<file path="src/rtl/watchdog_reset_ctrl.sv">
// Watchdog reset controller: turns the watchdog timeout level into a warning
// interrupt, a grace period, a fixed-width system reset pulse and a final lockout.
module watchdog_reset_ctrl #(
  parameter int unsigned GRACE_CYCLES     = 1024,
  parameter int unsigned RST_PULSE_CYCLES = 16,
  parameter int unsigned MAX_RESETS       = 4
) (
  input  logic       clk_i,
  input  logic       reset_i,
  input  logic       timeout_i,
  input  logic       cancel_i,
  input  logic       cause_clear_i,
  output logic       irq_o,
  output logic       sys_reset_o,
  output logic       halt_o,
  output logic       wdt_cause_o,
  output logic [3:0] reset_count_o,
  output logic [2:0] dbg_state_o
);

  typedef enum logic [2:0] {
    ST_IDLE  = 3'd0,
    ST_WARN  = 3'd1,
    ST_RESET = 3'd2,
    ST_HOLD  = 3'd3,
    ST_HALT  = 3'd4
  } state_e;

  localparam logic [23:0] GRACE_LOAD = 24'(GRACE_CYCLES - 1);
  localparam logic [23:0] PULSE_LOAD = 24'(RST_PULSE_CYCLES - 1);
  localparam logic [4:0]  MAX_LIMIT  = 5'(MAX_RESETS);

  state_e      state_q, state_d;
  logic [23:0] ctr_q, ctr_d;
  logic [3:0]  count_q, count_d;
  logic        cause_q, cause_d;
  logic [3:0]  count_inc;
  logic        last_allowed;

  // The counter saturates; the halt decision uses a 5-bit sum so 15+1 cannot wrap.
  assign count_inc    = (count_q == 4'hF) ? 4'hF : count_q + 4'd1;
  assign last_allowed = ({1'b0, count_q} + 5'd1) >= MAX_LIMIT;

  always_ff @(posedge clk_i) begin
    if (reset_i) begin
      state_q <= ST_IDLE;
      ctr_q   <= '0;
      count_q <= '0;
      cause_q <= 1'b0;
    end else begin
      state_q <= state_d;
      ctr_q   <= ctr_d;
      count_q <= count_d;
      cause_q <= cause_d;
    end
  end

  always_comb begin
    state_d = state_q;
    ctr_d   = ctr_q;
    count_d = count_q;
    cause_d = cause_q;

    // A clear is applied first so an increment in the same cycle overrides it.
    if (cause_clear_i && (state_q != ST_HALT)) begin
      count_d = '0;
      cause_d = 1'b0;
    end

    case (state_q)
      ST_IDLE: begin
        if (timeout_i) begin
          state_d = ST_WARN;
          ctr_d   = GRACE_LOAD;
        end
      end
      ST_WARN: begin
        if (cancel_i) begin
          state_d = ST_IDLE;
        end else if (ctr_q == '0) begin
          count_d = count_inc;
          cause_d = 1'b1;
          if (last_allowed) begin
            state_d = ST_HALT;
          end else begin
            state_d = ST_RESET;
            ctr_d   = PULSE_LOAD;
          end
        end else begin
          ctr_d = ctr_q - 24'd1;
        end
      end
      ST_RESET: begin
        if (ctr_q == '0) begin
          state_d = ST_HOLD;
        end else begin
          ctr_d = ctr_q - 24'd1;
        end
      end
      ST_HOLD: begin
        // A timeout still high here is the old event, not a new one.
        if (!timeout_i) begin
          state_d = ST_IDLE;
        end
      end
      ST_HALT: begin
        state_d = ST_HALT;
      end
      default: begin
        state_d = ST_IDLE;
      end
    endcase
  end

  assign irq_o         = (state_q == ST_WARN);
  assign sys_reset_o   = (state_q == ST_RESET) || (state_q == ST_HALT);
  assign halt_o        = (state_q == ST_HALT);
  assign wdt_cause_o   = cause_q;
  assign reset_count_o = count_q;
  assign dbg_state_o   = state_q;

endmodule

</file>
<file path="config.mk">
export PLATFORM = sky130hd
export DESIGN_NAME = watchdog_reset_ctrl
export DESIGN_NICKNAME = d
export VERILOG_FILES = /design/src/rtl/watchdog_reset_ctrl.sv
export SDC_FILE = /design/constraint.sdc
export NUM_CORES = 1
export LEC_CHECK = 0
export CAP_MARGIN = 40
export CORE_MARGIN = 3
export CORE_UTILIZATION = 55
export CTS_CLUSTER_SIZE = 25
export DETAILED_ROUTE_END_ITERATION = 10
export PLACE_DENSITY = 0.87
export SKIP_LAST_GASP = 1
export SYNTH_ARGS = -nofsm -noshare
export SYNTH_HDL_FRONTEND = slang
export SYNTH_SLANG_ARGS = --single-unit
</file>
<file path="constraint.sdc">
create_clock -name clk_i -period 3.3 [get_ports clk_i]
set_input_delay 0.66 -clock clk_i [delete_from_list [all_inputs] [get_ports clk_i]]
set_output_delay 0.66 -clock clk_i [all_outputs]
set_load 0.01 [all_outputs]
</file>
==> impl_metrics.py, run 1 <==
metrics = {
    "floorplanning": {
        "initial_core_util_pct": 59.9,
        "die_w_microns": 64.6,
        "core_area_sq_um": 3150,
        "die_area_sq_um": 4170,
        "dieHeight_microns": 64.6,
        "ios": 16,
        "rows": 20,
    },
    "cts": {
        "worstSkewPairLatency_ps": 340,
        "hold_buffers": 0,
        "clkTransAtPathRegs_ps": 90,
        "cts_tree": "yes",
        "numCtsBuffers": 5,
        "root_buffer": "clkbuf_4",
        "cts.sinks": 32,
        "cts_max_path_buffers": 2,
        "htree_levels": 2,
        "post_cts_buffers": 0,
        "cts_resized": 0,
    },
    "setup_path": {
        "path_max_fanout": 8,
        "crit_type": "reg -> reg",
        "cp-start-kind": "flip-flop",
        "critical_path_arrival_ps": 3050,
        "critical_path.endpoint_type": "flip-flop",
        "r2r_setup_slack_ps": 530,
        "worstPathRequired_ps": 3580,
    },
    "sta": {
        "setup_violations": 0,
        "slew_headroom_pct": 47.5,
        "skew_ps": 2.83,
        "rsz0062_at_grt": "no",
        "post-route-period-util_pct": 84.0,
        "slew_violations": 0,
        "fmax_ghz": 0.361,
        "fin_setup_tns_ps": 0,
        "min_period_ps": 2770,
        "final-hold-violation-count": 0,
        "worst_pin_slew_ps": 785,
    },
    "routing": {
        "ant_nets": 0,
        "drt_iter0_drc": 156,
        "drt-pass1-iter-count": 4,
        "vias": 1813,
        "drc": 0,
        "routedWlPerCell_microns": 14.7,
        "finalWirelength_microns": 4230,
        "routed_via_density": 6.32,
    },
    "flow_run": {
        "maxCapViolCount": 0,
    },
    "synthesis": {
        "synth_nets": 241,
        "yosys.area.top_type_share_pct": 33.9,
        "synth_commonest_cells": "a21oi_1, dfxtp_1, nor2_1, or3_1",
        "ys_types": 42,
        "yosysTopAreaCell": "dfxtp_1",
        "seq_area_frac_synth_pct": 33.9,
        "synthArstFlopShare_pct": 0,
        "avgSynthCellArea_sq_um": 8.14,
        "synth_warnings": 0,
        "synth_flop_cell": "dfxtp_1",
        "syn_inst": 232,
        "synth_edf_count": 0,
        "synth-seq-cells": 32,
        "synth_area_sq_um": 1890,
        "ys_top_cells_by_area": "dfxtp_1, a21oi_1, or4_1",
    },
    "layout": {
        "multi_input_area_sq_um": 1160,
        "regArea_sq_um": 641,
        "fillCellCount": 271,
        "layout.nets": 251,
        "antenna_cells": 0,
        "synthToLayoutAreaGrowth_pct": 12.9,
        "fin_area_sq_um": 2130,
        "drive_gt1_share_pct": 8.64,
    },
    "pwr": {
        "p_per_area_nw_per_um2": 415,
        "power_leakage_nw": 0.719,
        "peakVddDrop_mv": 0.284,
    },
    "placement": {
        "placed_cell_area_sq_um": 2070,
        "dp_hpwl_microns": 3020,
        "place.gp.congestion": 0.799,
        "portBuffers": 15,
    },
    "global_routing": {
        "antenna_found_initial": 0,
        "grt_pass1_wl_microns": 7260,
        "grt_pass1_vias": 1596,
        "grtUsageTotal_pct": 22.3,
        "grt_overflow": 0,
        "grt_max_degree": 25,
    },
    "worst_hold_path": {
        "hold_path.class": "reg -> reg",
    },
    "outcome": {
        "status": "finished clean",
    },
}
final timing paths:
path | start | to | cells after the start
max | ctr_q[4] | ctr_q[23] | 5
min reg2reg | ctr_q[22] | ctr_q[22] | 2
min | ctr_q[22] | ctr_q[22] | 2
max reg2reg | ctr_q[4] | ctr_q[23] | 5
per-layer routing:
metal	global-route usage (%)	part of all wire [%]	up-vias
met1	30.3	49	833
met5	0	0	-
met3	4.16	4.3	9
met2	33.4	44	38
met4	11.6	2.2	0
li1	-	-	933
sequential cells by signal (all words and copies together) (netlist names):
name,cells
ctr_q,24
reset_count_o,4
wdt_cause_o,1
dbg_state_o,3
layout by cell type, fill, tap and decap left out, drive strengths merged, types with 4 or more instances in the layout:
cell,n
o21ai,4
clkbuf,8
a31oi,5
nand2b,6
clkdlybuf4s50,15
o32ai,5
or4b,4
inv,7
or4,14
nand2,9
buf,4
a21oi,32
nor2,14
dfxtp,32
nor4,6
nor3,10
o31ai,9
or3,14
a211oi,6
o21bai,4
o41ai,7
ha,4
through the flow:
step	hold slack, ps	std cells	total power [W]	worst slack [ps]	utilization, %
final	478	287	0.000883	528	67.6
after CTS	479	287	0.000890	537	67.6
after detailed placement	455	279	0.000655	330	65.7
after floorplan	437	232	0.000598	699	-
after global routing	511	287	0.000938	346	67.6
after global placement	447	279	0.000651	376	65.7
final cells by class:
| type | count | area share [%] |
|---|---|---|
| clock buffer | 8 | 2.76 |
| inverter | 7 | 1.23 |
| timing repair buffer | 19 | 9.04 |
| multi-input combinational | 177 | 54.3 |
| sequential | 32 | 30.1 |
| tap | 44 | 2.58 |
power by group:
group          switching [W]  internal, W  leakage [nW]  total, W
clock network       0.000129     0.000105        0.0326  0.000234
registers          0.0000280     0.000408         0.261  0.000436
logic               0.000126    0.0000874         0.426  0.000213
worst max-delay path, cell delays in order, from the launching register on:
cell	delay, ps
dfxtp_1	370
or4_1	630
or4_1	680
or4_1	580
or3_1	310
a21oi_1	130
logic make-up after synthesis:
| family | Yosys count | synth area share (%) |
|---|---|---|
| AOI/OAI and AO/OA | 80 | 28.1 |
| DFF | 32 | 33.9 |
| and+or+nand+nor | 91 | 29.6 |
| buffers and inverters | 23 | 4.77 |
| adders and majority gates | 4 | 2.65 |
| xor gates and xnor gates | 2 | 0.928 |
(Power assumes the default switching activity.)
==> run 2, diff against run 1 <==
--- a/config.mk
+++ b/config.mk
@@ -7,7 +7,7 @@
 export LEC_CHECK = 0
 export CAP_MARGIN = 40
 export CORE_MARGIN = 3
-export CORE_UTILIZATION = 55
+export CORE_UTILIZATION = 52
 export CTS_CLUSTER_SIZE = 25
 export DETAILED_ROUTE_END_ITERATION = 10
 export PLACE_DENSITY = 0.87
==> constraint.sdc (replaced) <==
create_clock -name clk_i -period 2.5 [get_ports clk_i]
set_input_delay 0.5 -clock clk_i [delete_from_list [all_inputs] [get_ports clk_i]]
set_output_delay 0.5 -clock clk_i [all_outputs]
set_load 0.01 [all_outputs]
==> run 2 against run 1 <==
Global-route usage increased by 3.4 points. Register-to-register slack got worse by 450 ps. Flip-flop and latch count unchanged. Power increased by 49%. Sequential share of layout area decreased by 4.4 points. Via count increased by 12%. Combinational power increased by 100%. Clock-buffer cell count decreased by 2. Critical path type is now reg -> out. Critical endpoint is now irq_o. Largest power group unchanged.
==> impl_metrics.py, run 2 (synthesis gave the netlist of run 1 again) <==
metrics = {
    "worst_hold_path": {
        "hold_path.class": "reg -> reg",
    },
    "pwr": {
        "p_comb_share_pct": 32.9,
        "seqPwrFrac_pct": 42.6,
        "swShare_pct": 33.2,
        "net-switching-power_w": 0.000437,
        "peakVddDrop_mv": 0.356,
        "power_leakage_nw": 0.932,
        "p_clk_share_pct": 24.5,
        "p_int_w": 0.000878,
        "p_per_area_nw_per_um2": 523,
    },
    "flow_run": {
        "maxCapViolCount": 0,
    },
    "layout": {
        "final_common_cell": "buf_4",
        "synthToLayoutAreaGrowth_pct": 33.1,
        "largest_register_ffs": 24,
        "final_util_pct": 73.6,
        "regMostFlops": "ctr_q",
        "fin_cells": 329,
        "layout.nets": 291,
        "drive_gt1_share_pct": 27.2,
        "fillCellCount": 258,
        "antenna_cells": 0,
        "final_cell_mix": "buf_4, a21oi_1, dfxtp_1",
    },
    "global_routing": {
        "antenna_found_initial": 0,
        "grt_pass1_vias": 1989,
        "grtUsageTotal_pct": 25.7,
        "grt_pass1_wl_microns": 8800,
        "grt_overflow": 0,
        "grt_max_degree": 15,
    },
    "sta": {
        "skew_ps": 7.57,
        "min_period_ps": 2450,
        "slew_headroom_pct": 66.1,
        "slew_violations": 0,
        "fmax_ghz": 0.408,
        "post-route-period-util_pct": 98.0,
        "setup_violations": 0,
        "final-hold-violation-count": 0,
        "rsz0062_at_grt": "yes",
        "worst_pin_slew_ps": 503,
        "fin_setup_tns_ps": 0,
    },
    "routing": {
        "finalWirelength_microns": 5060,
        "routed_via_density": 6.18,
        "vias": 2034,
        "drt_iter0_drc": 187,
        "ant_nets": 0,
        "drc": 0,
        "routedWlPerCell_microns": 15.4,
        "drt-pass1-iter-count": 5,
    },
    "floorplanning": {
        "ios": 16,
        "dieHeight_microns": 66.3,
        "die_w_microns": 66.3,
        "initial_core_util_pct": 55.3,
        "die_area_sq_um": 4390,
        "rows": 21,
        "core_area_sq_um": 3420,
    },
    "setup_path": {
        "cp-start-kind": "flip-flop",
        "worstPathRequired_ps": 2000,
        "critical_path.endpoint_type": "primary output",
        "crit_type": "reg -> out",
        "path_max_fanout": 5,
        "critical_path_arrival_ps": 1950,
        "r2r_setup_slack_ps": 80,
    },
    "cts": {
        "worstSkewPairLatency_ps": 340,
        "cts_max_path_buffers": 2,
        "cts_tree": "yes",
        "htree_levels": 2,
        "cts.sinks": 32,
        "clkTransAtPathRegs_ps": 100,
        "numCtsBuffers": 5,
        "root_buffer": "clkbuf_4",
    },
    "placement": {
        "placedCellCount": 318,
        "portBuffers": 15,
        "place.gp.congestion": 0.890,
        "dp_hpwl_microns": 3630,
    },
    "outcome": {
        "status": "finished clean",
    },
}
run 2: cell types whose count changed in the layout (fill, tap and decap cells not counted), sizes merged:
cell,delta
clkbuf,-2
buf,+40
clkinv,+2
run 2: worst paths after layout:
check	from	end	cells past startpoint
worst max-delay path	dbg_state_o[0]	irq_o	4
worst min-delay path	ctr_q[18]	ctr_q[18]	2
worst max register to register	ctr_q[7]	dbg_state_o[0]	6
worst min register to register	ctr_q[18]	ctr_q[18]	2
run 2: area by class of cell:
cell class	instances	area, sq um	area share [%]
Clock inverter	2	10.0	0.398
Inverter	7	26.3	1.05
Multi-Input combinational cell	177	1240	49.5
Clock buffer	6	51.3	2.04
Tap cell	46	57.6	2.29
Timing Repair Buffer	59	480	19.1
Sequential cell	32	644	25.6
run 2: per-layer routing:
layer | GRT usage, % | share of wire, % | vias up
met4 | 9.90 | 1.6 | 0
met1 | 30.8 | 44 | 976
met3 | 6.12 | 4.4 | 7
met5 | 0 | 0 | -
met2 | 43.9 | 50 | 46
li1 | - | - | 1005
run 2: stage by stage:
step / hold slack (ps) / cell area, sq um / power (W) / setup WS (ps)
after floorplan: 437 / 1920 / 0.000809 / -5.05
after global placement: 449 / 2360 / 0.000950 / -148
after detailed placement: 462 / 2360 / 0.000963 / -213
after CTS: 475 / 2460 / 0.00130 / 3.98
after global routing: 507 / 2510 / 0.00139 / -49.1
final: 474 / 2510 / 0.00132 / 48.9
run 2: repair_timing:
item | CTS | global route
setup endpoints to repair | 10 | 25
resized for setup | 5 | 10
cloned | 0 | 0
setup buffers | 2 | 1
hold buffers | 0 | 0
pin swaps | 3 | 6
run 2: critical path, stage by stage, from the launching register on:
cell and delay (ps):
dfxtp_1 410, inv_1 100, or3_1 400, inv_1 140
clkdlybuf4s50_1 560
run 2: power groups by stage:
stage               Combinational (W)  Sequential [W]  Clock, W
floorplan                    0.000232        0.000577         0
CTS                          0.000411        0.000559  0.000333
global placement             0.000380        0.000569         0
finish                       0.000433        0.000561  0.000322
detailed placement           0.000392        0.000571         0
global route                 0.000472        0.000564  0.000351
